[src/rtl/time_set_ctrl.sv]
// time_set_ctrl: HH:MM:SS keeper with a RUN -> SET_HOUR -> SET_MIN mode FSM and set-mode digit blink.
// Define AUTO_REPEAT_EN to add hold-to-repeat on btnInc while in the set modes.
module time_set_ctrl #(
  parameter int HOUR_MAX  = 23,
  parameter int MIN_MAX   = 59,
  parameter int SEC_MAX   = 59,
  parameter int BLINK_DIV = 50
`ifdef AUTO_REPEAT_EN
  ,
  parameter int HOLD_TICKS = 50,
  parameter int RPT_TICKS  = 10
`endif
) (
  input  logic       clkIn,
  input  logic       rstN,
  input  logic       tick1Hz,
  input  logic       tickSlow,
  input  logic       btnMode,
  input  logic       btnInc,
  output logic       divEn,
  output logic [1:0] mode,
  output logic [4:0] hours,
  output logic [5:0] minutes,
  output logic [5:0] seconds,
  output logic       blankHour,
  output logic       blankMin,
  output logic       dayWrap
);

  typedef enum logic [1:0] {
    RUN      = 2'd0,
    SET_HOUR = 2'd1,
    SET_MIN  = 2'd2
  } state_t;

  localparam int BLINK_W = $clog2(BLINK_DIV + 1);
  localparam logic [4:0] HOUR_LAST = 5'(HOUR_MAX);
  localparam logic [5:0] MIN_LAST  = 6'(MIN_MAX);
  localparam logic [5:0] SEC_LAST  = 6'(SEC_MAX);
  localparam logic [BLINK_W-1:0] BLINK_LAST = BLINK_W'(BLINK_DIV - 1);

  state_t state;
  state_t next_state;
  logic mode_prev;
  logic inc_prev;
  logic press_mode;
  logic press_inc;
  logic rpt_fire;
  logic state_change;
  logic inc_event;
  logic [BLINK_W-1:0] blink_cnt;
  logic [BLINK_W-1:0] blink_cnt_next;
  logic phase;
  logic phase_next;

  assign press_mode   = btnMode & ~mode_prev;
  assign press_inc    = btnInc & ~inc_prev;
  assign state_change = (next_state != state);
  // A mode press on the same cycle swallows any increment
  assign inc_event    = (press_inc | rpt_fire) & ~press_mode;
  assign divEn        = (state == RUN);
  assign mode         = state;

  always_comb begin
    next_state = state;
    case (state)
      RUN:      if (press_mode) next_state = SET_HOUR;
      SET_HOUR: if (press_mode) next_state = SET_MIN;
      SET_MIN:  if (press_mode) next_state = RUN;
      default:  next_state = RUN;
    endcase
  end

  always_comb begin
    blink_cnt_next = blink_cnt;
    phase_next     = phase;
    if (state_change || press_inc || rpt_fire) begin
      blink_cnt_next = '0;
      phase_next     = 1'b0;
    end else if (tickSlow) begin
      if (blink_cnt == BLINK_LAST) begin
        blink_cnt_next = '0;
        phase_next     = ~phase;
      end else begin
        blink_cnt_next = blink_cnt + 1'b1;
      end
    end
  end

`ifdef AUTO_REPEAT_EN
  localparam int HOLD_W = $clog2(HOLD_TICKS + RPT_TICKS + 1);
  localparam logic [HOLD_W-1:0] HOLD_LAST   = HOLD_W'(HOLD_TICKS - 1);
  localparam logic [HOLD_W-1:0] RPT_LAST    = HOLD_W'(HOLD_TICKS + RPT_TICKS - 1);
  localparam logic [HOLD_W-1:0] HOLD_RELOAD = HOLD_W'(HOLD_TICKS);

  logic [HOLD_W-1:0] hold_cnt;
  logic hold_armed;
  logic in_set;

  assign in_set   = (state == SET_HOUR) || (state == SET_MIN);
  assign rpt_fire = in_set & hold_armed & btnInc & tickSlow &
                    ((hold_cnt == HOLD_LAST) | (hold_cnt == RPT_LAST));

  // After the first repeat the counter reloads so later repeats come every RPT_TICKS
  always_ff @(posedge clkIn) begin
    if (!rstN) begin
      hold_armed <= 1'b0;
      hold_cnt   <= '0;
    end else if (state_change || !btnInc || !in_set) begin
      hold_armed <= 1'b0;
      hold_cnt   <= '0;
    end else if (press_inc) begin
      hold_armed <= 1'b1;
      hold_cnt   <= '0;
    end else if (hold_armed && tickSlow) begin
      hold_cnt <= rpt_fire ? HOLD_RELOAD : hold_cnt + 1'b1;
    end
  end
`else
  assign rpt_fire = 1'b0;
`endif

  always_ff @(posedge clkIn) begin
    if (!rstN) begin
      state     <= RUN;
      mode_prev <= 1'b1;
      inc_prev  <= 1'b1;
      hours     <= '0;
      minutes   <= '0;
      seconds   <= '0;
      blink_cnt <= '0;
      phase     <= 1'b0;
      blankHour <= 1'b0;
      blankMin  <= 1'b0;
      dayWrap   <= 1'b0;
    end else begin
      state     <= next_state;
      mode_prev <= btnMode;
      inc_prev  <= btnInc;
      blink_cnt <= blink_cnt_next;
      phase     <= phase_next;
      blankHour <= (next_state == SET_HOUR) & phase_next;
      blankMin  <= (next_state == SET_MIN) & phase_next;
      dayWrap   <= 1'b0;
      case (state)
        RUN: begin
          if (tick1Hz) begin
            if (seconds != SEC_LAST) begin
              seconds <= seconds + 1'b1;
            end else begin
              seconds <= '0;
              if (minutes != MIN_LAST) begin
                minutes <= minutes + 1'b1;
              end else begin
                minutes <= '0;
                if (hours != HOUR_LAST) begin
                  hours <= hours + 1'b1;
                end else begin
                  hours   <= '0;
                  dayWrap <= 1'b1;
                end
              end
            end
          end
        end
        SET_HOUR: begin
          if (inc_event) hours <= (hours == HOUR_LAST) ? '0 : hours + 1'b1;
        end
        SET_MIN: begin
          if (inc_event) minutes <= (minutes == MIN_LAST) ? '0 : minutes + 1'b1;
          // Leaving set mode restarts the minute cleanly
          if (press_mode) seconds <= '0;
        end
        default: ;
      endcase
    end
  end

endmodule

[config.mk]
export PLATFORM = sky130hd
export DESIGN_NAME = time_set_ctrl
export DESIGN_NICKNAME = d
export VERILOG_FILES = /design/src/rtl/time_set_ctrl.sv
export SDC_FILE = /design/constraint.sdc
export NUM_CORES = 1
export LEC_CHECK = 0
export ABC_AREA = 1
export BUFFER_PORTS_ARGS = -buffer_cell sky130_fd_sc_hd__buf_2
export CAP_MARGIN = 20
export CORE_ASPECT_RATIO = 1.2
export CORE_UTILIZATION = 49
export CTS_CLUSTER_DIAMETER = 60
export DETAILED_ROUTE_END_ITERATION = 6
export GPL_TIMING_DRIVEN = 0
export PLACE_DENSITY = 0.76
export SYNTH_ARGS = -nofsm -noshare
export SYNTH_HDL_FRONTEND = slang
export SYNTH_SLANG_ARGS = --single-unit
[constraint.sdc]
create_clock -name clkIn -period 1.3 [get_ports clkIn]
set_input_delay 0.13 -clock clkIn [delete_from_list [all_inputs] [get_ports clkIn]]
set_output_delay 0.13 -clock clkIn [all_outputs]
set_load 0.01 [all_outputs]
### After elaboration in Yosys (flattened, before gate mapping)

Cells that the tools add are included.

| operators by class | value |
|---|---|
| $add $sub $neg | 4 |
| $mul | 0 |
| div/mod/pow operators | 0 |
| $lt $le $gt $ge | 0 |
| equal/unequal tests | 17 |
| shift operators | 0 |
| muxes and demuxes | 26 |
| bitwise operators | 12 |
| reductions and logical operators | 9 |

Operators by type and width:

| cell | number |
|---|---|
| two-way mux 6 bit | 9 |
| two-way mux 5 bit | 6 |
| case mux 6 bit (2 select lines) | 2 |
| adder 6 x 1 -> 6 bit, second input constant | 3 |
| equality test 6 bit, second input constant | 2 |
| inequality test 2 bit, second input constant | 6 |
| inequality test 6 bit, second input constant | 2 |
| case mux 5 bit (2 select lines) | 1 |
| NOT 1 bit | 7 |
| two-way mux 2 bit | 3 |
| case mux 2 bit (3 select lines) | 1 |
| adder 5 x 1 -> 5 bit, second input constant | 1 |
| bitwise AND 1 bit | 5 |
| equality test 5 bit, second input constant | 1 |
| inequality test 5 bit, second input constant | 1 |
| AND reduction 5 bit | 1 |
| OR reduction 5 bit | 1 |
| equality test 2 x 1 -> 1 bit, second input constant | 2 |
| equality test 2 bit, second input constant | 2 |
| two-way mux 1 bit | 4 |
| AND reduction 4 bit | 1 |
| nonzero test 2 bit | 2 |
| AND reduction 3 bit | 1 |
| zero test 2 bit | 1 |
| other kinds (3) | 3 |

| word-level totals | value |
|---|---|
| flip-flop bits (word level) | 31 |
| bits in latches | 0 |
| bits in writable memories | 0 |
| ROM bits | 0 |
| input port bits | 6 |
| logic and storage cells | 79 |
| memories kept | 0 |

### Longest topological paths before layout

| depth | value |
|---|---|
| depth in word-level cells | 8 |
| mapped depth | 9 |
| mapped depth without buffers | 9 |

### Least setup slack after synthesis

Ideal clock, no wire load.

| path | value |
|---|---|
| path type | register -> register |
| from | register seconds[0] |
| to | register hours[3] |
| library setup time | 132 ps |
| data arrival time | 1233 ps |
| path slack | -66 ps |
| stages on the path, launching flop included | 9 |
| period minus slack after synthesis | 1366 ps |
| path through | dfxtp_1 ha_1 nand3_1 nor2_2 nand2_1 nand2_1 nand2_2 nand2_1 a21oi_1 |

| on the way | value |
|---|---|
| longest elaborated chain between the ends | 3 |

RTL lines:

| item | RTL line | text |
|---|---|---|
| from (decl) | 24 | `output logic [5:0] seconds,` |
| from (signal assigned) | 149 | `seconds <= seconds + 1'b1;` |
| inequality test 6 bit | 148 | `if (seconds != SEC_LAST) begin` |
| inequality test 2 bit (no source line) | n/a |  |
| AND reduction 5 bit (no source line) | n/a |  |
| to (signal assigned) | 157 | `hours <= hours + 1'b1;` |
| to (signal assigned) | 167 | `if (inc_event) hours <= (hours == HOUR_LAST) ? '0 : hours + 1'b1;` |
| to (decl) | 22 | `output logic [4:0] hours,` |

No other way between the ends.
A chain may end at the register's enable or synchronous reset.

### Worst setup path in the final report

| path | value |
|---|---|
| from | register seconds[0] |
| to | register minutes[4] |

| on the way | value |
|---|---|
| longest elaborated chain between the ends | 3 |

RTL lines:

| item | RTL line | text |
|---|---|---|
| inequality test 6 bit | 148 |  |
| inequality test 2 bit (no source line) | n/a |  |
| AND reduction 4 bit (no source line) | n/a |  |
| to (signal assigned) | 153 | `minutes <= minutes + 1'b1;` |
| to (signal assigned) | 170 | `if (inc_event) minutes <= (minutes == MIN_LAST) ? '0 : minutes + 1'b1;` |
| to (decl) | 23 | `output logic [5:0] minutes,` |

No other way between the ends.

==> key figures <==
Worst setup path
  – Crit-path max FO: 8
  – Critical path class: reg -> reg
  – Worst Reg-to-Reg Cells: 8
  – Worst EP arrival: 1530 ps
  – Crit start category: register
  – Crit. End Element: register
  – WP data required: ~1600 ps

Floorplanning
  – Core Region: 2890 um2
  – Die H: 63.5 um
  – Row count: 21
  – Die area: between 3000 and 4000 um2
  – Initial Util: 0.535
  – I/O pin cnt: 29
  – Die X: 53.3 um

Timing
  – Fin crit period: about 1300 ps
  – Max Fclk: 793 MHz
  – Setup skew after layout: 5.47 ps
  – Fin. max-slew vios: 0
  – Final setup violation count: 0
  – Slew headroom: 0.656
  – Worst-Margin Slew: 516 ps
  – Final hold violation count: 0
  – Crit share post-route: 0.970
  – Final TNS setup: 0 ps
  – RSZ-0062 raised after global routing: true

GRT
  – Remaining Overflow, GRT: 0
  – Total Routing Usage GR: 0.215
  – First-pass GRT wire length: 5.26 mm
  – Antenna violations before repair: 0
  – Largest net degree at the start of global routing: 11
  – Vias in the first global route: 1305

Yosys
  – Mean post-synth cell area: 6.99 um2
  – Mux contribution to synthesized area: 0
  – Synth top area share: 0.402
  – Synth Area in XOR/XNOR: 0.0567
  – Register area share after synthesis: 0.402
  – Syn_nets: 232
  – Most frequent cell after synthesis: nand2_1
  – Compound-cell area share of the yosys netlist: 0.0737
  – Post-synth EDFFs: 0
  – Post-Syn Area: approximately 1500 um2
  – Synth top cells by count: nand2_1, nor2_1, dfxtp_1
  – Synthesized instance count: 221
  – Cell taking the most area after synthesis: dfxtp_1
  – Synth Flop Type: dfxtp_1
  – Post-Synth Adder-Cell Area: 0.0405
  – Ys Warns: 0
  – Share of flip-flops with an asynchronous set or reset: 0
  – Unique masters post-synth: 27
  – Synth top area cells: dfxtp_1, nand2_1, nor2_1, nand3_1, inv_1
  – Synthesized flop and latch total: 31
  – Simple-Gate Fraction of Synth Area: 0.359
  – Largest family of logic cells by synthesized area: simple AND/OR/NAND/NOR gates

Cells and area
  – Nets@finish: 279
  – Area grow syn2layout: 29.9%
  – Layout cells sized above 1: 0.316
  – Multi-input gate area: approximately 930 um2
  – Sequential cell area: 639 um2
  – Inserted Diodes: 0
  – Fillers: 261

Hold path
  – Hold path cells: 2
  – Worst Hold Class: in -> reg

Job
  – Max_cap viols: 0

Power
  – Leak Pwr: 0.924 nW
  – Max rail drop VDD: 0.791 mV
  – Power density cells: 825 nW/um2
  – Design Power: between 1.5 and 2 mW

Placement
  – Dpl hpwl: 2.18 mm
  – Port bufs: 28
  – RePlAce Congestion: 0.833

CTS
  – CTS Buf Count: 5
  – Clock Root Buffer: clkbuf_4
  – Htree depth: 2
  – Worst-Skew Late Latency: 340 ps
  – CTS tree: done
  – Clock slew at reported path FFs: 90 ps
  – CTS sink count: 31
  – Bufs on Longest Clock Path: 2

Detailed routing
  – Routed wire length: 3.31 mm
  – Vias per cell: about 5.2
  – Initial drt markers: 22
  – Final ANT Viol Nets: 0
  – Routed WL per cell: 10.9 um
  – DRC Markers: 0
  – Vias: 1580
  – First-pass DRT Iterations: 4

Run status
  – Status: finished, final reports clean
## repair_timing
item / in CTS / in global routing
gates resized for setup: 14 / 19
hold buffers: 2 / 0
setup buffers: 6 / 4
endpoints found under the setup margin: 14 / 21
endpoints found under the hold margin: 2 / 0
pin swaps: 6 / 8
## stage by stage
step	utilization	area [um2]	setup slack, ps	hold slack, ps	std cells
floorplan	-	1560	12.3	199	221
finish	0.694	2010	38.9	47.4	303
global placement	0.603	1740	-140	333	283
CTS	0.666	1930	10.3	5.99	299
detailed placement	0.603	1740	-138	336	283
global route	0.694	2010	-88.8	29.1	303
## metal layers
layer  routed length, um  vias up  GRT usage
li1                    -      810          -
met1                1450      734      0.227
met2                1640       29      0.363
met3                 150        7     0.0797
met4                  65        0     0.0987
met5                   0        -          0
## kinds of logic (layout without fill, tap and decap cells)
group / count (synthesis) / count (layout)
AO/OA/AOI/OAI: 21 / 21
XOR/XNOR: 10 / 10
adder cells (fa/ha/maj): 5 / 5
buffers and inverters: 28 / 76
flip-flops: 31 / 31
AND/OR/NAND/NOR: 126 / 126
## state kept, by name (all words and copies together), names as in the netlist, 2 cells and up
signal	count
blink_cnt	6
mode	2
minutes	6
hours	5
seconds	6
## cells in the final DEF (no fill, tap or decap), types with 6 or more instances in the layout
| cell | n |
|---|---|
| nand3_1 | 17 |
| nor2_1 | 33 |
| dfxtp_2 | 6 |
| buf_4 | 11 |
| xor2_1 | 9 |
| a21oi_1 | 14 |
| inv_1 | 21 |
| nand2_1 | 42 |
| dfxtp_1 | 22 |
| buf_2 | 28 |
| nand2_2 | 9 |
## critical path, cell delays in order, from the launching register on
cell	delay, ps
dfxtp_2	360
ha_4	150
nand3_4	80
nor2_4	130
nand2_2	90
nand2_4	120
buf_4	120
nand2_1	40
a21oi_1	100
## final timing paths
check / slack (ps) / startpoint / end
setup / recovery: 40 / seconds[0]$_SDFFE_PN0P_ / minutes[4]$_SDFFE_PN0P_
hold / removal: 50 / rstN / inc_prev$_SDFF_PN1_
setup reg to reg: 40 / seconds[0]$_SDFFE_PN0P_ / minutes[4]$_SDFFE_PN0P_
hold reg to reg: 500 / hours[4]$_SDFFE_PN0P_ / hours[4]$_SDFFE_PN0P_
## area by class of cell
cell class	instances	area share
inverters	26	0.0486
multi-input cells	162	0.464
plain buffers	2	0.00561
clock inverters	1	0.00249
clock buffers	7	0.0224
flip-flops and latches	31	0.319
well taps	34	0.0212
repair buffers	40	0.117
## where the power goes
group	leakage, nW	switching [mW]	total [mW]	internal (mW)
Clock	0.0293	0.325	0.535	0.210
Combinational	0.639	0.0855	0.143	0.0574
Sequential	0.256	0.0160	0.977	0.961
No activity file was read; power rests on OpenSTA's default activity.
